[src/rtl/posit_mult_arbiter_es3.sv]
// Round-robin, credit-flow-controlled sharing of one fixed-latency ES3 posit multiplier.
// Define POSIT_MULT_ARB_STATS_EN to add the issue / credit-stall statistics counters.
module posit_mult_arbiter_es3 #(
  parameter int NREQ                               = 2,
  parameter int LATENCY                            = 4,
  parameter int OUT_DEPTH                          = 2,
  parameter int POSIT_SERIALIZED_WIDTH_ES3         = 32,
  parameter int POSIT_SERIALIZED_WIDTH_PRODUCT_ES3 = 48
) (
  input  logic                                               clk,
  input  logic                                               reset,
  input  logic [NREQ-1:0]                                    req_valid,
  output logic [NREQ-1:0]                                    req_ready,
  input  logic [NREQ*POSIT_SERIALIZED_WIDTH_ES3-1:0]         req_in1,
  input  logic [NREQ*POSIT_SERIALIZED_WIDTH_ES3-1:0]         req_in2,
  output logic [NREQ-1:0]                                    resp_valid,
  input  logic [NREQ-1:0]                                    resp_ready,
  output logic [NREQ*POSIT_SERIALIZED_WIDTH_PRODUCT_ES3-1:0] resp_result,
  output logic                                               mult_start,
  output logic [POSIT_SERIALIZED_WIDTH_ES3-1:0]              mult_in1,
  output logic [POSIT_SERIALIZED_WIDTH_ES3-1:0]              mult_in2,
  input  logic [POSIT_SERIALIZED_WIDTH_PRODUCT_ES3-1:0]      mult_result,
  input  logic                                               mult_done,
`ifdef POSIT_MULT_ARB_STATS_EN
  output logic [31:0]                                        stat_issued,
  output logic [31:0]                                        stat_credit_stall,
`endif
  output logic                                               tag_err
);

  localparam int OW = POSIT_SERIALIZED_WIDTH_ES3;
  localparam int RW = POSIT_SERIALIZED_WIDTH_PRODUCT_ES3;
  localparam int IW = (NREQ > 1) ? $clog2(NREQ) : 1;
  localparam int CW = $clog2(OUT_DEPTH + 1);
  localparam int AW = (OUT_DEPTH > 1) ? $clog2(OUT_DEPTH) : 1;
  localparam int DW = $clog2(LATENCY + 1);

  logic [DW-1:0]    drain_q, drain_d;
  logic [IW-1:0]    rr_q, rr_d;
  logic [CW-1:0]    cnt_q [NREQ];
  logic             mult_start_q;
  logic [OW-1:0]    mult_in1_q, mult_in2_q;
  logic [LATENCY:0] tag_vld_q;
  logic [IW-1:0]    tag_id_q [LATENCY+1];
  logic             tag_err_q;
  logic [CW-1:0]    occ_q [NREQ];
  logic [AW-1:0]    rd_ptr_q [NREQ];
  logic [AW-1:0]    wr_ptr_q [NREQ];
  logic [RW-1:0]    mem_q [NREQ][OUT_DEPTH];

  logic            draining;
  logic [NREQ-1:0] elig, issue, pop, push;
  logic            grant_vld;
  logic [IW-1:0]   grant_idx;
  int              arb_idx;
  logic            head_vld;
  logic [IW-1:0]   head_id;
  logic            push_req, overflow;

  function automatic logic [AW-1:0] ptr_inc(input logic [AW-1:0] p);
    return (p == AW'(OUT_DEPTH - 1)) ? '0 : p + 1'b1;
  endfunction

  assign draining = (drain_q != '0);
  assign head_vld = tag_vld_q[LATENCY];
  assign head_id  = tag_id_q[LATENCY];
  assign push_req = ~draining & mult_done & head_vld;

  always_comb begin
    elig = '0;
    for (int i = 0; i < NREQ; i++)
      elig[i] = req_valid[i] & (cnt_q[i] < CW'(OUT_DEPTH)) & ~draining;
  end

  // First eligible requester at or after the round-robin pointer wins.
  always_comb begin
    grant_vld = 1'b0;
    grant_idx = '0;
    arb_idx   = 0;
    for (int k = 0; k < NREQ; k++) begin
      arb_idx = (int'(rr_q) + k) % NREQ;
      if (!grant_vld && elig[IW'(arb_idx)]) begin
        grant_vld = 1'b1;
        grant_idx = IW'(arb_idx);
      end
    end
  end

  always_comb begin
    req_ready = '0;
    issue     = '0;
    if (grant_vld) begin
      req_ready[grant_idx] = 1'b1;
      issue[grant_idx]     = 1'b1;
    end
  end

  always_comb begin
    rr_d    = rr_q;
    drain_d = drain_q;
    if (grant_vld) rr_d = (grant_idx == IW'(NREQ - 1)) ? '0 : grant_idx + 1'b1;
    if (draining) drain_d = drain_q - 1'b1;
  end

  // A pop in the same cycle frees the slot, so a push into a full FIFO is only an error without it.
  always_comb begin
    pop      = '0;
    push     = '0;
    overflow = 1'b0;
    for (int i = 0; i < NREQ; i++) begin
      pop[i] = (occ_q[i] != '0) & resp_ready[i];
      if (push_req && head_id == IW'(i)) begin
        if (occ_q[i] < CW'(OUT_DEPTH) || pop[i]) push[i] = 1'b1;
        else overflow = 1'b1;
      end
    end
  end

  always_comb begin
    resp_valid  = '0;
    resp_result = '0;
    for (int i = 0; i < NREQ; i++) begin
      resp_valid[i]             = (occ_q[i] != '0);
      resp_result[i*RW +: RW]   = mem_q[i][rd_ptr_q[i]];
    end
  end

  always_ff @(posedge clk or posedge reset) begin
    if (reset) begin
      drain_q      <= DW'(LATENCY);
      rr_q         <= '0;
      mult_start_q <= 1'b0;
      mult_in1_q   <= '0;
      mult_in2_q   <= '0;
      tag_vld_q    <= '0;
      tag_err_q    <= 1'b0;
      for (int i = 0; i <= LATENCY; i++) tag_id_q[i] <= '0;
      for (int i = 0; i < NREQ; i++) begin
        cnt_q[i]    <= '0;
        occ_q[i]    <= '0;
        rd_ptr_q[i] <= '0;
        wr_ptr_q[i] <= '0;
      end
    end else begin
      drain_q      <= drain_d;
      rr_q         <= rr_d;
      mult_start_q <= grant_vld;
      if (grant_vld) begin
        mult_in1_q <= req_in1[grant_idx*OW +: OW];
        mult_in2_q <= req_in2[grant_idx*OW +: OW];
      end
      tag_vld_q   <= {tag_vld_q[LATENCY-1:0], grant_vld};
      tag_id_q[0] <= grant_idx;
      for (int i = 1; i <= LATENCY; i++) tag_id_q[i] <= tag_id_q[i-1];
      if ((~draining & (mult_done ^ head_vld)) | overflow) tag_err_q <= 1'b1;
      for (int i = 0; i < NREQ; i++) begin
        if (issue[i] && !pop[i]) cnt_q[i] <= cnt_q[i] + 1'b1;
        else if (!issue[i] && pop[i]) cnt_q[i] <= cnt_q[i] - 1'b1;
        if (push[i] && !pop[i]) occ_q[i] <= occ_q[i] + 1'b1;
        else if (!push[i] && pop[i]) occ_q[i] <= occ_q[i] - 1'b1;
        if (push[i]) wr_ptr_q[i] <= ptr_inc(wr_ptr_q[i]);
        if (pop[i]) rd_ptr_q[i] <= ptr_inc(rd_ptr_q[i]);
      end
    end
  end

  // Storage needs no reset: occupancy alone decides what is visible.
  always_ff @(posedge clk) begin
    for (int i = 0; i < NREQ; i++)
      if (push[i]) mem_q[i][wr_ptr_q[i]] <= mult_result;
  end

  assign mult_start = mult_start_q;
  assign mult_in1   = mult_in1_q;
  assign mult_in2   = mult_in2_q;
  assign tag_err    = tag_err_q;

`ifdef POSIT_MULT_ARB_STATS_EN
  logic [31:0] stat_issued_q, stat_stall_q;

  always_ff @(posedge clk or posedge reset) begin
    if (reset) begin
      stat_issued_q <= '0;
      stat_stall_q  <= '0;
    end else begin
      if (mult_start_q) stat_issued_q <= stat_issued_q + 1'b1;
      if ((|req_valid) && !draining && !grant_vld) stat_stall_q <= stat_stall_q + 1'b1;
    end
  end

  assign stat_issued       = stat_issued_q;
  assign stat_credit_stall = stat_stall_q;
`endif

endmodule

[config.mk]
export PLATFORM = sky130hd
export DESIGN_NAME = posit_mult_arbiter_es3
export DESIGN_NICKNAME = d
export VERILOG_FILES = /design/src/rtl/posit_mult_arbiter_es3.sv
export SDC_FILE = /design/constraint.sdc
export NUM_CORES = 1
export LEC_CHECK = 0
export BUFFER_PORTS_ARGS = -buffer_cell sky130_fd_sc_hd__buf_2
export CAP_MARGIN = 10
export CORE_ASPECT_RATIO = 0.9
export CORE_UTILIZATION = 57
export CTS_BUF_LIST = sky130_fd_sc_hd__clkbuf_8
export DETAILED_ROUTE_END_ITERATION = 8
export PLACE_DENSITY_LB_ADDON = 0.25
export SETUP_SLACK_MARGIN = 0.05
export SYNTH_ARGS = -nofsm -noshare
export SYNTH_HDL_FRONTEND = slang
export SYNTH_SLANG_ARGS = --single-unit
[constraint.sdc]
create_clock -name clk -period 8.15 [get_ports clk]
set_input_delay 0.815 -clock clk [delete_from_list [all_inputs] [get_ports clk]]
set_output_delay 0.815 -clock clk [all_outputs]
set_load 0.02 [all_outputs]
Word level (Yosys, flattened, before mapping)
Memory sizes are Yosys's and may differ from the RTL's.
Cells that the tools add are included.
- register bits: 90
- latch bits: 0
- bits in writable memories: 192
- ROM bits: 0
- output and inout port bits: 166
- logic and storage cells: 137
- memories kept: 1
- add/subtract/negate cells: 13
- $mul: 0
- div/mod/pow operators: 0
- magnitude comparators: 13
- equal/unequal tests: 0
- shift operators: 2
- muxes and demuxes: 47
- bitwise operators: 15
- reduce and logical (&&, ||, !) cells: 27
- memory list (memory ; depth ; bits a word ; read ports ; clocked after memory_dff ; wr ports ; line ; RTL):
    mem_q ; 2 ; 96 ; 2 ; 0 ; 1 ; 49 ; logic [RW-1:0] mem_q [NREQ][OUT_DEPTH];
- operator list (operator ; count):
    $mux 48 ; 8
    $mux 96 ; 4
    $shiftx 64x7->32 ; 2
    $demux 48 s1 ; 2
    $reduce_or 96->1 ; 1
    $mux 1 ; 25
    $mux 2 ; 7
    $logic_and 1x1->1 ; 12
    $reduce_bool 2->1 ; 5
    $ge 2x2->1 const B ; 4
    $not 1->2 ; 4
    $and 1x1->1 ; 7
    $add 1x1->1 const B ; 6
    $add 2x1->2 const B ; 3
    $logic_not 1->1 ; 6
    $lt 1x3->1 const B ; 2
    $lt 2x2->1 const B ; 3
    $sub 2x1->2 const B ; 3
    $lt 2x1->1 const B ; 2
    $reduce_bool 3->1 ; 1
    $sub 3x1->3 const B ; 1
    $logic_or 1x1->1 ; 2
    $lt 1x2->1 const B ; 1
    $not 1->1 ; 2
    other kinds (4) ; 4

Longest topological paths before layout
Gate-level depths: netlist of run 1.
- depth in word-level cells: 18
- mapped depth: 10

Worst setup path before layout of run 1
OpenSTA, ideal clock, no wires.
- path kind: input-to-reg
- from: input port resp_ready[0]
- to: memory mem_q[0][48] (netlist bit) (enable)
- setup time: 459 ps
- arrival time: 3479 ps
- required time: 7691 ps
- setup slack: 4212 ps
- cell stages on the path: 3
- buffers on the path: 0
- cells stage by stage: inv_1 a2111oi_4 nor2b_1
- cells in the longest elaborated chain, start to end: 7
- RTL lines (what ; line ; RTL):
    from (decl) ; 17 ; input logic [NREQ-1:0] resp_ready,
    $and 1x1->1 ; 111 ; pop[i] = (occ_q[i] != '0) & resp_ready[i];
    $logic_or 1x1->1 ; 113 ; if (occ_q[i] < CW'(OUT_DEPTH) || pop[i]) push[i] = 1'b1;
    $mux 1 ; 113 ;
    $mux 1 ; 112 ; if (push_req && head_id == IW'(i)) begin
    $mux 1 ; 170 ; if (push[i]) mem_q[i][wr_ptr_q[i]] <= mult_result;
    $mux 96 (not written as such) ; 170 ;
    $mux 96 (no line) ; - ;
    to (decl) ; 49 ;
Every way passes these cells.

Worst setup path in the final report of run 1
- from: register rd_ptr_q[0] (netlist bit)
- to: output port resp_result[93]
- cells in the longest elaborated chain, start to end: 4
- RTL lines (what ; line ; RTL):
    from (decl) ; 47 ; logic [AW-1:0] rd_ptr_q [NREQ];
    from (signal, indexed assignment) ; 162 ; if (pop[i]) rd_ptr_q[i] <= ptr_inc(rd_ptr_q[i]);
    $not 1->2 (not written as such) ; 124 ; resp_result[i*RW +: RW] = mem_q[i][rd_ptr_q[i]];
    $mux 48 (not written as such) (3 in series) ; 124 ;
    to (decl) ; 18 ; output logic [NREQ*POSIT_SERIALIZED_WIDTH_PRODUCT_ES3-1:0] resp_result,
Every way passes these cells. The select of a mux whose other input is x is not followed.

==> qor.json, run 1 <==
{
  "placed_design": {
    "number_of_port_buffers": 347,
    "place_hpwl_microns": 15980,
    "gp_routability_congestion": 0.7879
  },
  "clocking": {
    "cts.sink_count": 281,
    "cts_tree": "built",
    "cts.hold.buffers_added": 0,
    "max_buffers_root_to_sink": 3,
    "cts.htree.levels": 2,
    "clkLatencyLatePin_ps": 530,
    "cts.clk_slew.worst_paths_ps": 60,
    "cts-resized-gates": 0,
    "clk_root_buffer_cell": "clkbuf_8",
    "cts_setup_buffers": 0,
    "cts_buffers": 45
  },
  "global_route": {
    "grt_pass1_wl_microns": 36450,
    "grt_remaining_overflow": 0,
    "global_route.usage.met1_pct": 29.88,
    "met2_usage_pct": 42.74,
    "grt_start_max_net_pins": 126,
    "number_of_global_route_vias_before_repair": 6821,
    "grt_busiest_layer": "met2",
    "grtUsageTotal_pct": 24.58,
    "antenna_found_initial": 4,
    "grtUsageMet3_pct": 6.096
  },
  "worst_setup_path": {
    "worstReg2RegEnd": "mem_q[0][124]",
    "critPathLaunchType": "register",
    "critPathArrivalTime_ps": 2270,
    "critical_path_class": "register to output pin",
    "worstPathRequired_ps": 7340,
    "rr_startpoint": "drain_q[0]",
    "number_of_cells_on_the_worst_reg_to_reg_path": 6,
    "path_max_fanout": 36,
    "critical_path.endpoint_type": "output pin",
    "regToRegSetupSlack_ps": 5290
  },
  "power": {
    "power-per-cell-area_nw_per_um2": 344.3,
    "fin_total_pwr_mw": 4.701,
    "proportion_of_total_power_due_to_net_switching_pct": 35.86,
    "comb_power_share_pct": 35.1,
    "switchingPower_mw": 1.686,
    "p_leak_nw": 5.752,
    "power.sequential.fraction_pct": 42.0,
    "ir_worst_vdd_uv": 269.7,
    "clockPowerShare_pct": 23.0,
    "p_int_mw": 3.015
  },
  "logic_synthesis": {
    "count_of_distinct_cell_types_in_the_synthesized_netlist": 29,
    "async_flop_share_pct": 31.67,
    "synth.yosys.seq_area_share_pct": 73.42,
    "synth_nets": 845,
    "post_synth.cell_area_avg_sq_um": 16.57,
    "synth_edf_count": 192,
    "synthFlopType": "edfxtp_1",
    "postSynthRegisterBits": 281,
    "synthesis.instances": 657,
    "netlist_area_sq_um": 10890,
    "synthesis.yosys.warnings": 0
  },
  "sta": {
    "timing.final.hold_violations": 0,
    "slew_headroom_pct": 20.99,
    "clock-skew-final_ps": 20.31,
    "report.final.setup_viol": 0,
    "tightestPinTransition_ps": 1185,
    "timing.final.crit_period_ps": 3081,
    "final_min_period_over_clock_period_pct": 37.81,
    "rsz0062_at_grt": "false",
    "max_freq_ghz": 0.3245,
    "drv_slew": 0,
    "final.setup.tns_ps": 0
  },
  "floorplanning": {
    "die_area_sq_um": 19660,
    "placementRows": 47,
    "core_sq_um": 18520,
    "num_io_pins": 349,
    "die_height_microns": 133.1,
    "chipWidth_microns": 147.7,
    "initial_core_utilization_pct": 58.78
  },
  "cells_and_area": {
    "layout.cells.most_common_list": "buf_2 (347), edfxtp_1 (192), mux2_2 (96)",
    "post_route_cells_drive_above_1_share_pct": 49.57,
    "most_common_cell_after_layout_fill_and_taps_aside": "buf_2",
    "number_of_nets_in_the_layout": 1215,
    "area.growth.synth_to_final_pct": 25.40
  },
  "routing": {
    "route.final.wire_length_microns": 24130,
    "vias": 6786,
    "via_per_inst": 5.220,
    "first_iter_violations": 318,
    "final_antenna_net_count": 0,
    "drt_pass1_iterations": 6,
    "drt-wirelength-per-cell_microns": 18.56,
    "remaining_drcs": 0
  },
  "hold_path": {
    "min_to": "tag_vld_q[3]",
    "holdCritStartpoint": "tag_vld_q[2]",
    "whs_path_cells": 0,
    "min_path_type": "register to register"
  },
  "flow_run": {
    "cap_viol_max_count": 0
  },
  "run_status": {
    "run_status": "completed"
  }
}
[logic make-up after synthesis]
group           share of synthesized area (%)
compound gates                          3.425
mux                                     15.90
fa+ha+maj                              0.5746
flops                                   73.42
buf+inv                                 1.862
simple gates                            3.539
xor+xnor                                1.276
[sequential cells by signal, summed over array words and instances (netlist names)]
signal     cells
tag_vld_q      5
occ_q          4
mem_q        192
wr_ptr_q       2
cnt_q          2
mult_in1      32
mult_in2      32
drain_q        3
rd_ptr_q       2
head_id        1
tag_id_q       4
tag_err        1
rr_q           1
[stage by stage]
stage	utilization (%)	setup WS, ps	hold slack [ps]	std cells	instance area [sq um]
finish	73.70	5069	350.0	1300	13650
global route	73.70	4961	363.3	1300	13650
CTS	73.68	5022	351.3	1298	13650
detailed placement	69.39	5115	337.3	1225	12850
global placement	69.39	5132	331.0	1225	12850
floorplan	-	4212	331.2	657	10890
[routing by layer]
metal / up-vias / wire length, microns
li1: 3157 / -
met1: 3290 / 9254
met2: 284 / 12430
met3: 53 / 1779
met4: 2 / 651
met5: - / 8
[worst max-delay path by stage]
stage                             start         endpoint  slack, ps
after floorplan           resp_ready[0]     mem_q[0][48]       4210
after global placement        mult_done    mem_q[0][126]       5130
after detailed placement      mult_done    mem_q[0][124]       5120
after CTS                   rd_ptr_q[0]  resp_result[78]       5020
after global routing        rd_ptr_q[0]  resp_result[64]       4960
final                       rd_ptr_q[0]  resp_result[93]       5070
[critical path: stages (launching register included)]
cell and delay, ps:
dfrtp_2 600, buf_4 550, mux2_2 410, buf_2 170
[synthesized netlist by cell type (2+ instances only)]
| cell type | count | area, sq um |
|---|---|---|
| dfrtp_1 | 88 | 2202 |
| or2_2 | 2 | 12.51 |
| nor2_1 | 70 | 262.8 |
| nand2_1 | 3 | 11.26 |
| ha_1 | 5 | 62.56 |
| nor2b_1 | 3 | 18.77 |
| mux2i_1 | 65 | 650.6 |
| a21oi_1 | 65 | 325.3 |
| and2_1 | 3 | 18.77 |
| xor2_1 | 8 | 70.07 |
| xnor2_1 | 6 | 52.55 |
| buf_2 | 30 | 150.1 |
| inv_1 | 6 | 22.52 |
| mux2_2 | 96 | 1081 |
| buf_6 | 2 | 22.52 |
| edfxtp_1 | 192 | 5766 |
[cell type report]
cell class,count,area [sq um]
well taps,245,306.5
clock inverters,25,133.9
flip-flops and latches,281,8000
inverters,6,23.77
multi-input cells,337,2719
repair buffers,356,1804
fillers,1203,4871
diodes,2,5.005
clock buffers,48,660.6
[power groups by stage]
stage,registers [mW],logic [mW],clock network (mW)
floorplan,2.12,0.988,0
global placement,1.98,1.64,0
detailed placement,1.99,1.66,0
CTS,1.97,1.66,1.10
global route,2.00,1.76,1.16
finish,1.97,1.65,1.08
Note: power is estimated with default switching activity, not from simulation.
==> run 2, diff against run 1 <==
CORE_UTILIZATION = 53   (was 57)
clock period = 3.1 ns   (was 8.15 ns; I/O delays follow)
==> run 2 against run 1 <==
  * Sequential power grew to 2.7 times the previous value
  * Largest power group unchanged
  * Combinational power rose to 2.6 times the previous value
  * Cell area increased by 4.7%
  * Clock-buffer cell count rose by 1
  * Clock skew decreased by 3.6 ps
  * Clock power rose to 2.7 times the previous value
  * Critical path depth up 3
  * Routed wire length up 4.2%
==> qor.json, run 2 (synthesis gave the netlist of run 1 again) <==
{
  "worst_setup_path": {
    "regToRegSetupSlack": {"value": 670, "unit": "ps", "change": "-4620 ps"},
    "critPathLaunchType": "register",
    "cpMaxStageDelayCell": "and4bb_4",
    "critPathArrivalTime": {"value": 2310, "unit": "ps", "change": "+40 ps"},
    "cp_slowest_stage_delay": {"value": 480, "unit": "ps", "change": "-120 ps"},
    "rr_startpoint": "drain_q[0]",
    "critical_path_class": "register to output pin",
    "number_of_cells_on_the_worst_reg_to_reg_path": {"value": 6, "change": "unchanged"},
    "critical_path.endpoint_type": "output pin",
    "worstReg2RegEnd": "mem_q[0][181]",
    "path_max_fanout": {"value": 27, "change": "-25%"},
    "cp_cell_sequence": "inv_1 > ha_1 > and4bb_4 > buf_4 > and2_1 > buf_2",
    "worstPathRequired": {"value": 2790, "unit": "ps", "change": "-4550 ps"}
  },
  "clocking": {
    "cts.clk_slew.worst_paths": {"value": 60, "unit": "ps", "change": "about the same"},
    "cts.htree.levels": {"value": 2, "change": "unchanged"},
    "clk_root_buffer_cell": "clkbuf_8",
    "cts_tree": "built",
    "cts_buffers": {"value": 44, "change": "-2.2%"},
    "clkLatencyLatePin": {"value": 550, "unit": "ps", "change": "+20 ps"},
    "cts.sink_count": {"value": 281, "change": "unchanged"},
    "cts_setup_buffers": {"value": 0, "change": "unchanged"},
    "max_buffers_root_to_sink": {"value": 3, "change": "unchanged"}
  },
  "cells_and_area": {
    "post_layout_nonfiller_instances": {"value": 1374, "change": "+5.7%"},
    "largest_register_ff_count": {"value": 192, "change": "unchanged"},
    "layout.cells.most_common_list": "buf_2 (347), edfxtp_1 (192), mux2_2 (96)",
    "number_of_nets_in_the_layout": {"value": 1269, "change": "+4.4%"},
    "most_common_cell_after_layout_fill_and_taps_aside": "buf_2",
    "final_instance_area": {"value": 14300, "unit": "sq um", "change": "+4.7%"},
    "area.growth.synth_to_final_pct": 31.30,
    "post_route_cells_drive_above_1_share": {"value": 47.36, "unit": "%", "change": "-2.2 points"}
  },
  "global_route": {
    "number_of_global_route_vias_before_repair": {"value": 7088, "change": "+3.9%"},
    "antenna_found_initial": {"value": 1, "change": "-3"},
    "grt_start_max_net_pins": {"value": 65, "change": "-48%"},
    "grt_pass1_wl": {"value": 37520, "unit": "microns", "change": "+3.0%"},
    "grtUsageTotal": {"value": 23.42, "unit": "%", "change": "-1.2 points"},
    "grt_remaining_overflow": {"value": 0, "change": "unchanged"}
  },
  "sta": {
    "hold_slack": {"value": 29.25, "unit": "ps", "change": "-320.7 ps"},
    "timing.final.crit_period_ps": 2623,
    "max_freq_ghz": 0.3812,
    "report.final.setup_viol": {"value": 0, "change": "unchanged"},
    "slew_headroom": {"value": 57.16, "unit": "%", "change": "+36 points"},
    "final_min_period_over_clock_period_pct": 84.62,
    "tightestPinTransition": {"value": 642.6, "unit": "ps", "change": "-542.5 ps"},
    "drv_slew": {"value": 0, "change": "unchanged"},
    "clock-skew-final": {"value": 16.68, "unit": "ps", "change": "-3.627 ps"},
    "timing.final.hold_violations": {"value": 0, "change": "unchanged"},
    "rsz0062_at_grt": "false"
  },
  "hold_path": {
    "whs_path_cells": {"value": 1, "change": "+1"},
    "min_path_type": "input port to register",
    "min_to": "mem_q[0][120]",
    "holdCritStartpoint": "mult_result[24]"
  },
  "floorplanning": {
    "initial_core_utilization": {"value": 54.31, "unit": "%", "change": "-4.5 points"},
    "die_height": {"value": 138.0, "unit": "microns", "change": "+3.7%"},
    "chipWidth": {"value": 153.1, "unit": "microns", "change": "+3.7%"},
    "core": {"value": 20050, "unit": "sq um", "change": "+8.2%"},
    "num_io_pins": {"value": 349, "change": "unchanged"},
    "placementRows": {"value": 49, "change": "+4.3%"},
    "die_area": {"value": 21120, "unit": "sq um", "change": "+7.4%"}
  },
  "routing": {
    "remaining_drcs": {"value": 0, "change": "unchanged"},
    "first_iter_violations": {"value": 304, "change": "-4.4%"},
    "route.final.wire_length": {"value": 25150, "unit": "microns", "change": "+4.2%"},
    "drt-wirelength-per-cell": {"value": 18.30, "unit": "microns", "change": "-1.4%"},
    "via_per_inst": {"value": 5.060, "change": "-3.1%"},
    "drt_pass1_iterations": {"value": 4, "change": "-2"},
    "final_antenna_net_count": {"value": 0, "change": "unchanged"},
    "vias": {"value": 6952, "change": "+2.4%"}
  },
  "power": {
    "ir_worst_vdd": {"value": 540.3, "unit": "uV", "change": "+100%"},
    "power.sequential.fraction": {"value": 42.1, "unit": "%", "change": "about the same"},
    "proportion_of_total_power_due_to_net_switching": {"value": 35.77, "unit": "%", "change": "-0.087 points"},
    "fin_total_pwr": {"value": 12.54, "unit": "mW", "change": "+170%"},
    "power-per-cell-area": {"value": 876.9, "unit": "nW/um^2", "change": "+150%"},
    "p_leak": {"value": 6.060, "unit": "nW", "change": "+5.4%"},
    "p_int": {"value": 8.052, "unit": "mW", "change": "+170%"},
    "switchingPower": {"value": 4.484, "unit": "mW", "change": "+170%"},
    "comb_power_share": {"value": 34.7, "unit": "%", "change": "-0.4 points"},
    "clockPowerShare": {"value": 23.2, "unit": "%", "change": "+0.2 points"}
  },
  "placed_design": {
    "number_of_port_buffers": {"value": 347, "change": "unchanged"},
    "gp_routability_congestion": {"value": 0.7423, "change": "-5.8%"},
    "dpl-instance-area": {"value": 12970, "unit": "sq um", "change": "+0.90%"},
    "place_hpwl": {"value": 16520, "unit": "microns", "change": "+3.4%"},
    "placed_cells_incl_taps": {"value": 1242, "change": "+1.4%"}
  },
  "flow_run": {
    "cap_viol_max_count": {"value": 0, "change": "unchanged"}
  },
  "run_status": {
    "run_status": "completed"
  }
}
[run 2: power by group through the flow]
| stage | sequential (mW) | combinational, mW | clock [mW] |
|---|---|---|---|
| after floorplan | 5.57 | 2.60 | 0 |
| after global placement | 5.31 | 4.26 | 0 |
| after detailed placement | 5.32 | 4.31 | 0 |
| after CTS | 5.28 | 4.37 | 2.99 |
| after global routing | 5.36 | 4.65 | 3.17 |
| final | 5.27 | 4.35 | 2.91 |
[run 2: worst max path at each step]
stage,startpoint,endpoint,slack [ps]
final,drain_q[0],req_ready[1],480
after detailed placement,drain_q[0],mem_q[0][181],680
after floorplan,drain_q[0],mem_q[0][100],-710
after global placement,drain_q[0],mem_q[0][181],720
after global routing,drain_q[0],req_ready[1],330
after CTS,drain_q[0],req_ready[1],440
[run 2: metrics by stage]
| step | util, % | setup WS [ps] | TNS, ps |
|---|---|---|---|
| after detailed placement | 64.69 | 677.2 | 0 |
| after floorplan | - | -709.2 | -68090 |
| final | 71.31 | 476.8 | 0 |
| after CTS | 71.29 | 435.2 | 0 |
| after global routing | 71.30 | 329.0 | 0 |
| after global placement | 64.69 | 716.7 | 0 |
[run 2: critical path: cells and delay by family, from the launching register on]
family,cells,cell delay (ps)
adder cells (fa/ha/maj),1,260
buffers and inverters,3,490
AND/OR/NAND/NOR,2,610
flip-flops,1,390
[run 2: final cells by class]
| cell class | instances | area (sq um) |
|---|---|---|
| sequential | 281 | 8000 |
| inverter | 6 | 23.77 |
| fill | 1388 | 5752 |
| clock buffer | 49 | 674.4 |
| tap | 255 | 319.1 |
| clock inverter | 33 | 167.7 |
| antenna | 2 | 5.005 |
| multi-input combinational | 337 | 2719 |
| timing repair buffer | 411 | 2387 |
[run 2: routing by layer]
layer / routed length (microns) / vias up / track usage, % / part of all wire, %
met1: 10280 / 3381 / 29.03 / 41
met3: 1626 / 37 / 5.625 / 6.5
met5: 0 / - / 0 / 0
met2: 12730 / 258 / 40.61 / 51
li1: - / 3276 / - / -
met4: 503 / 0 / 8.249 / 2.0
[run 2: timing repair]
item | 4_1_cts | 5_1_grt
hold endpoints to repair | 213 | 0
hold buffers | 48 | 0
gates resized for setup | 0 | 0
==> run 3, diff against run 2 <==
ABC_AREA = 1   (was default)
clock period = 2.5 ns   (was 3.1 ns; I/O delays follow)
==> run 3 against run 2 <==
  * Clock power rose by 15%
  * Sequential cell count did not move
  * Critical endpoint is now mult_in1[18]
  * Cell area rose by 9.4%
  * Critical path depth rose by 4
  * Routed wire length rose by 25%
  * Clock skew fell by 4.3 ps
  * Power rose by 36%
  * Largest power group is now combinational cells
  * Core utilization rose by 6.0 points
  * Largest cell class unchanged
==> qor.json, run 3 <==
{
  "flow_run": {
    "cap_viol_max_count": {"value": 0, "change": "unchanged"}
  },
  "logic_synthesis": {
    "netlist_area": {"value": 11090, "unit": "sq um", "change": "+1.9%"},
    "synthTopCellsByArea": "edfxtp_1 (52%), dfrtp_1 (20%), nand2_1 (13%), nand3_1 (3.6%), o21ai_1 (2.0%)",
    "synth.yosys.seq_area_share": {"value": 72.06, "unit": "%", "change": "-1.4 points"},
    "synthTopCellsByCount": "nand2_1 (378), edfxtp_1 (192), dfrtp_1 (88)",
    "synthesis.instances": {"value": 972, "change": "+48%"},
    "synthesis.yosys.warnings": {"value": 0, "change": "unchanged"},
    "count_of_distinct_cell_types_in_the_synthesized_netlist": {"value": 27, "change": "-6.9%"},
    "synth_nets": {"value": 1160, "change": "+37%"},
    "post_synth.cell_area_avg": {"value": 11.41, "unit": "sq um", "change": "-31%"},
    "synth_edf_count": {"value": 192, "change": "unchanged"},
    "async_flop_share": {"value": 31.67, "unit": "%", "change": "unchanged"},
    "synth_top_cell_area_share": {"value": 51.97, "unit": "%", "change": "-0.98 points"},
    "postSynthRegisterBits": {"value": 281, "change": "unchanged"},
    "synth_area_leader_cell": "edfxtp_1",
    "synthFlopType": "edfxtp_1",
    "synth_most_common_cell": "nand2_1"
  },
  "clocking": {
    "clk_root_buffer_cell": "clkbuf_8",
    "cts_buffers": {"value": 43, "change": "-2.3%"},
    "max_buffers_root_to_sink": {"value": 3, "change": "unchanged"},
    "cts_tree": "built",
    "cts.clk_slew.worst_paths": {"value": 60, "unit": "ps", "change": "about the same"},
    "cts.htree.levels": {"value": 2, "change": "unchanged"},
    "clkLatencyLatePin": {"value": 530, "unit": "ps", "change": "-20 ps"},
    "cts.sink_count": {"value": 281, "change": "unchanged"}
  },
  "sta": {
    "report.final.setup_viol": {"value": 0, "change": "unchanged"},
    "drv_slew": {"value": 0, "change": "unchanged"},
    "slew_headroom": {"value": 47.38, "unit": "%", "change": "-9.8 points"},
    "max_freq_ghz": 0.4325,
    "rsz0062_at_grt": "false",
    "final.setup.tns": {"value": 0, "unit": "ps", "change": "unchanged"},
    "final_min_period_over_clock_period_pct": 92.48,
    "timing.final.crit_period_ps": 2312,
    "layout_setup_ws": {"value": 187.9, "unit": "ps", "change": "-288.9 ps"},
    "timing.final.hold_violations": {"value": 0, "change": "unchanged"},
    "clock-skew-final": {"value": 12.42, "unit": "ps", "change": "-4.258 ps"},
    "tightestPinTransition": {"value": 789.3, "unit": "ps", "change": "+146.7 ps"}
  },
  "routing": {
    "drt-wirelength-per-cell": {"value": 17.48, "unit": "microns", "change": "-4.5%"},
    "wl_met3": {"value": 2453, "unit": "microns", "change": "+51%"},
    "vias": {"value": 9316, "change": "+34%"},
    "wl_met2": {"value": 15800, "unit": "microns", "change": "+24%"},
    "via_per_inst": {"value": 5.193, "change": "+2.6%"},
    "final_antenna_net_count": {"value": 0, "change": "unchanged"},
    "drt_pass1_iterations": {"value": 4, "change": "unchanged"},
    "route.layer.met1.wl": {"value": 11650, "unit": "microns", "change": "+13%"},
    "maxUsedRoutingLayer": "met4",
    "remaining_drcs": {"value": 0, "change": "unchanged"},
    "first_iter_violations": {"value": 552, "change": "+82%"},
    "route.final.wire_length": {"value": 31360, "unit": "microns", "change": "+25%"}
  },
  "cells_and_area": {
    "fillerInstances": {"value": 1216, "change": "-12%"},
    "number_of_nets_in_the_layout": {"value": 1692, "change": "+33%"},
    "layout.cells.most_common_list": "nand2_1 (378), buf_2 (347), edfxtp_1 (192)",
    "most_common_cell_after_layout_fill_and_taps_aside": "nand2_1",
    "post_route_cells_drive_above_1_share": {"value": 29.12, "unit": "%", "change": "-18 points"},
    "largest_register_ff_count": {"value": 192, "change": "unchanged"},
    "area.growth.synth_to_final_pct": 40.93
  },
  "worst_setup_path": {
    "critPathArrivalTime": {"value": 2770, "unit": "ps", "change": "+460 ps"},
    "regToRegSetupSlack": {"value": 190, "unit": "ps", "change": "-480 ps"},
    "cp_cell_sequence": "inv_1 > ha_1 > nand2_4 > nor2_4 > buf_12 > inv_6 > buf_4 > nand2_1 > nand3_1 > dlygate4sd3_1",
    "path_max_fanout": {"value": 26, "change": "-3.7%"},
    "critical_path_class": "register to register",
    "critical_path.endpoint_type": "register",
    "cp_slowest_stage_delay": {"value": 560, "unit": "ps", "change": "+80 ps"},
    "rr_startpoint": "drain_q[0]",
    "cpMaxStageDelayCell": "dlygate4sd3_1",
    "number_of_cells_on_the_worst_reg_to_reg_path": {"value": 10, "change": "+4"},
    "critPathLaunchType": "register",
    "worstReg2RegEnd": "mult_in1[18]",
    "worstPathRequired": {"value": 2960, "unit": "ps", "change": "+170 ps"},
    "timing.critical_path.from": "drain_q[0]"
  },
  "global_route": {
    "grtUsageTotal": {"value": 29.36, "unit": "%", "change": "+5.9 points"},
    "grt_remaining_overflow": {"value": 0, "change": "unchanged"},
    "grt_pass1_wl": {"value": 48930, "unit": "microns", "change": "+30%"},
    "antenna_found_initial": {"value": 4, "change": "+3"},
    "grt_start_max_net_pins": {"value": 89, "change": "+37%"},
    "number_of_global_route_vias_before_repair": {"value": 9599, "change": "+35%"}
  },
  "placed_design": {
    "number_of_port_buffers": {"value": 347, "change": "unchanged"},
    "post-place-ws": {"value": 426.6, "unit": "ps", "change": "-250.7 ps"},
    "gp_routability_congestion": {"value": 0.8260, "change": "+11%"},
    "place_hpwl": {"value": 17310, "unit": "microns", "change": "+4.8%"}
  },
  "floorplanning": {
    "num_io_pins": {"value": 349, "change": "unchanged"},
    "core": {"value": 20230, "unit": "sq um", "change": "+0.92%"},
    "die_height": {"value": 139.3, "unit": "microns", "change": "+0.92%"},
    "chipWidth": {"value": 154.5, "unit": "microns", "change": "+0.93%"},
    "placementRows": {"value": 49, "change": "unchanged"},
    "die_area": {"value": 21510, "unit": "sq um", "change": "+1.9%"},
    "initial_core_utilization": {"value": 54.83, "unit": "%", "change": "+0.52 points"}
  },
  "hold_path": {
    "holdCritStartpoint": "req_in2[49]",
    "min_to": "mult_in2[17]",
    "min_path_type": "input port to register",
    "whs_path_cells": {"value": 3, "change": "+2"}
  },
  "power": {
    "fin_total_pwr": {"value": 17.03, "unit": "mW", "change": "+36%"},
    "ir_worst_vdd": {"value": 686.0, "unit": "uV", "change": "+27%"},
    "power-per-cell-area": {"value": 1089, "unit": "nW/um^2", "change": "+24%"},
    "p_leak": {"value": 7.248, "unit": "nW", "change": "+20%"}
  },
  "run_status": {
    "run_status": "completed"
  }
}
==> run 3: cell types whose count changed in the layout (fill, tap and decap cells not counted), sizes merged, moves of 5 or more <==
| cell | change |
|---|---|
| nand3 | +79 |
| inv | +11 |
| or2 | +6 |
| o21ai | +70 |
| mux2i | -65 |
| o211ai | +5 |
| a21oi | -62 |
| mux2 | -96 |
| buf | +5 |
| clkinv | +11 |
| dlygate4sd3 | +121 |
| nand2 | +376 |
| nor2 | -23 |
==> run 3: how the worst max path moves through the flow <==
| stage | endpoint | depth (start not counted) |
|---|---|---|
| final | mult_in1[18] | 10 |
| after global routing | mult_in2[31] | 10 |
| after global placement | mem_q[0][63] | 7 |
| after CTS | mult_in1[9] | 9 |
| after floorplan | mem_q[0][144] | 6 |
| after detailed placement | occ_q[3] | 10 |
==> run 3: cell families (layout without fill, tap and decap cells) <==
logic type	Yosys count	in the layout	synth area share, %
buffers and inverters	82	645	3.914
AO/OA/AOI/OAI	79	79	4.015
AND/OR/NAND/NOR	515	515	18.66
adder cells (fa/ha/maj)	5	5	0.5640
XOR/XNOR	10	10	0.7895
other	0	4	0
flip-flops	281	281	72.06
==> run 3: power by group <==
group          total (mW)  internal [mW]  switching [mW]
Clock                3.35           1.70            1.65
Sequential           6.27           5.81           0.463
Combinational        7.41           2.72            4.69
==> run 3: per-layer routing <==
metal  vias to the layer above  global-route usage (%)
met1                      4415                   34.95
met2                       469                   50.75
met4                         0                   15.48
met5                         -                       0
met3                       115                   5.699
li1                       4317                       -
==> run 3: area by class of cell <==
cell class | instances | area [sq um] | area share, %
Inverter | 31 | 125.1 | 0.8003
Sequential cell | 281 | 7998 | 51.16
Timing Repair Buffer | 538 | 3744 | 23.95
Multi-Input combinational cell | 609 | 2680 | 17.14
Clock buffer | 46 | 633.1 | 4.050
Clock inverter | 30 | 125.1 | 0.8003
Antenna cell | 4 | 10.01 | 0.06403
Tap cell | 255 | 319.1 | 2.041
==> run 3: through the flow <==
step	std cells	hold WS (ps)	instance area [sq um]	util, %
after floorplan	972	331.2	11110	-
after global placement	1541	313.4	13110	64.82
after detailed placement	1541	314.9	13110	64.82
after CTS	1786	5.218	15560	76.93
after global routing	1794	35.54	15630	77.27
final	1794	45.89	15630	77.27
==> run 3: repair_timing <==
action / in CTS / in global routing
endpoints found under the hold margin: 275 / 0
hold buffers: 169 / 0
resized for setup: 0 / 6
buffers inserted: 0 / 3
endpoints found under the setup margin: 0 / 44
==> run 3: critical path: cells and delay by family, from the launching register on <==
kind,cells,cell delay (ps)
fa+ha+maj,1,240
flops,1,370
buf+inv,5,1260
simple gates,4,370
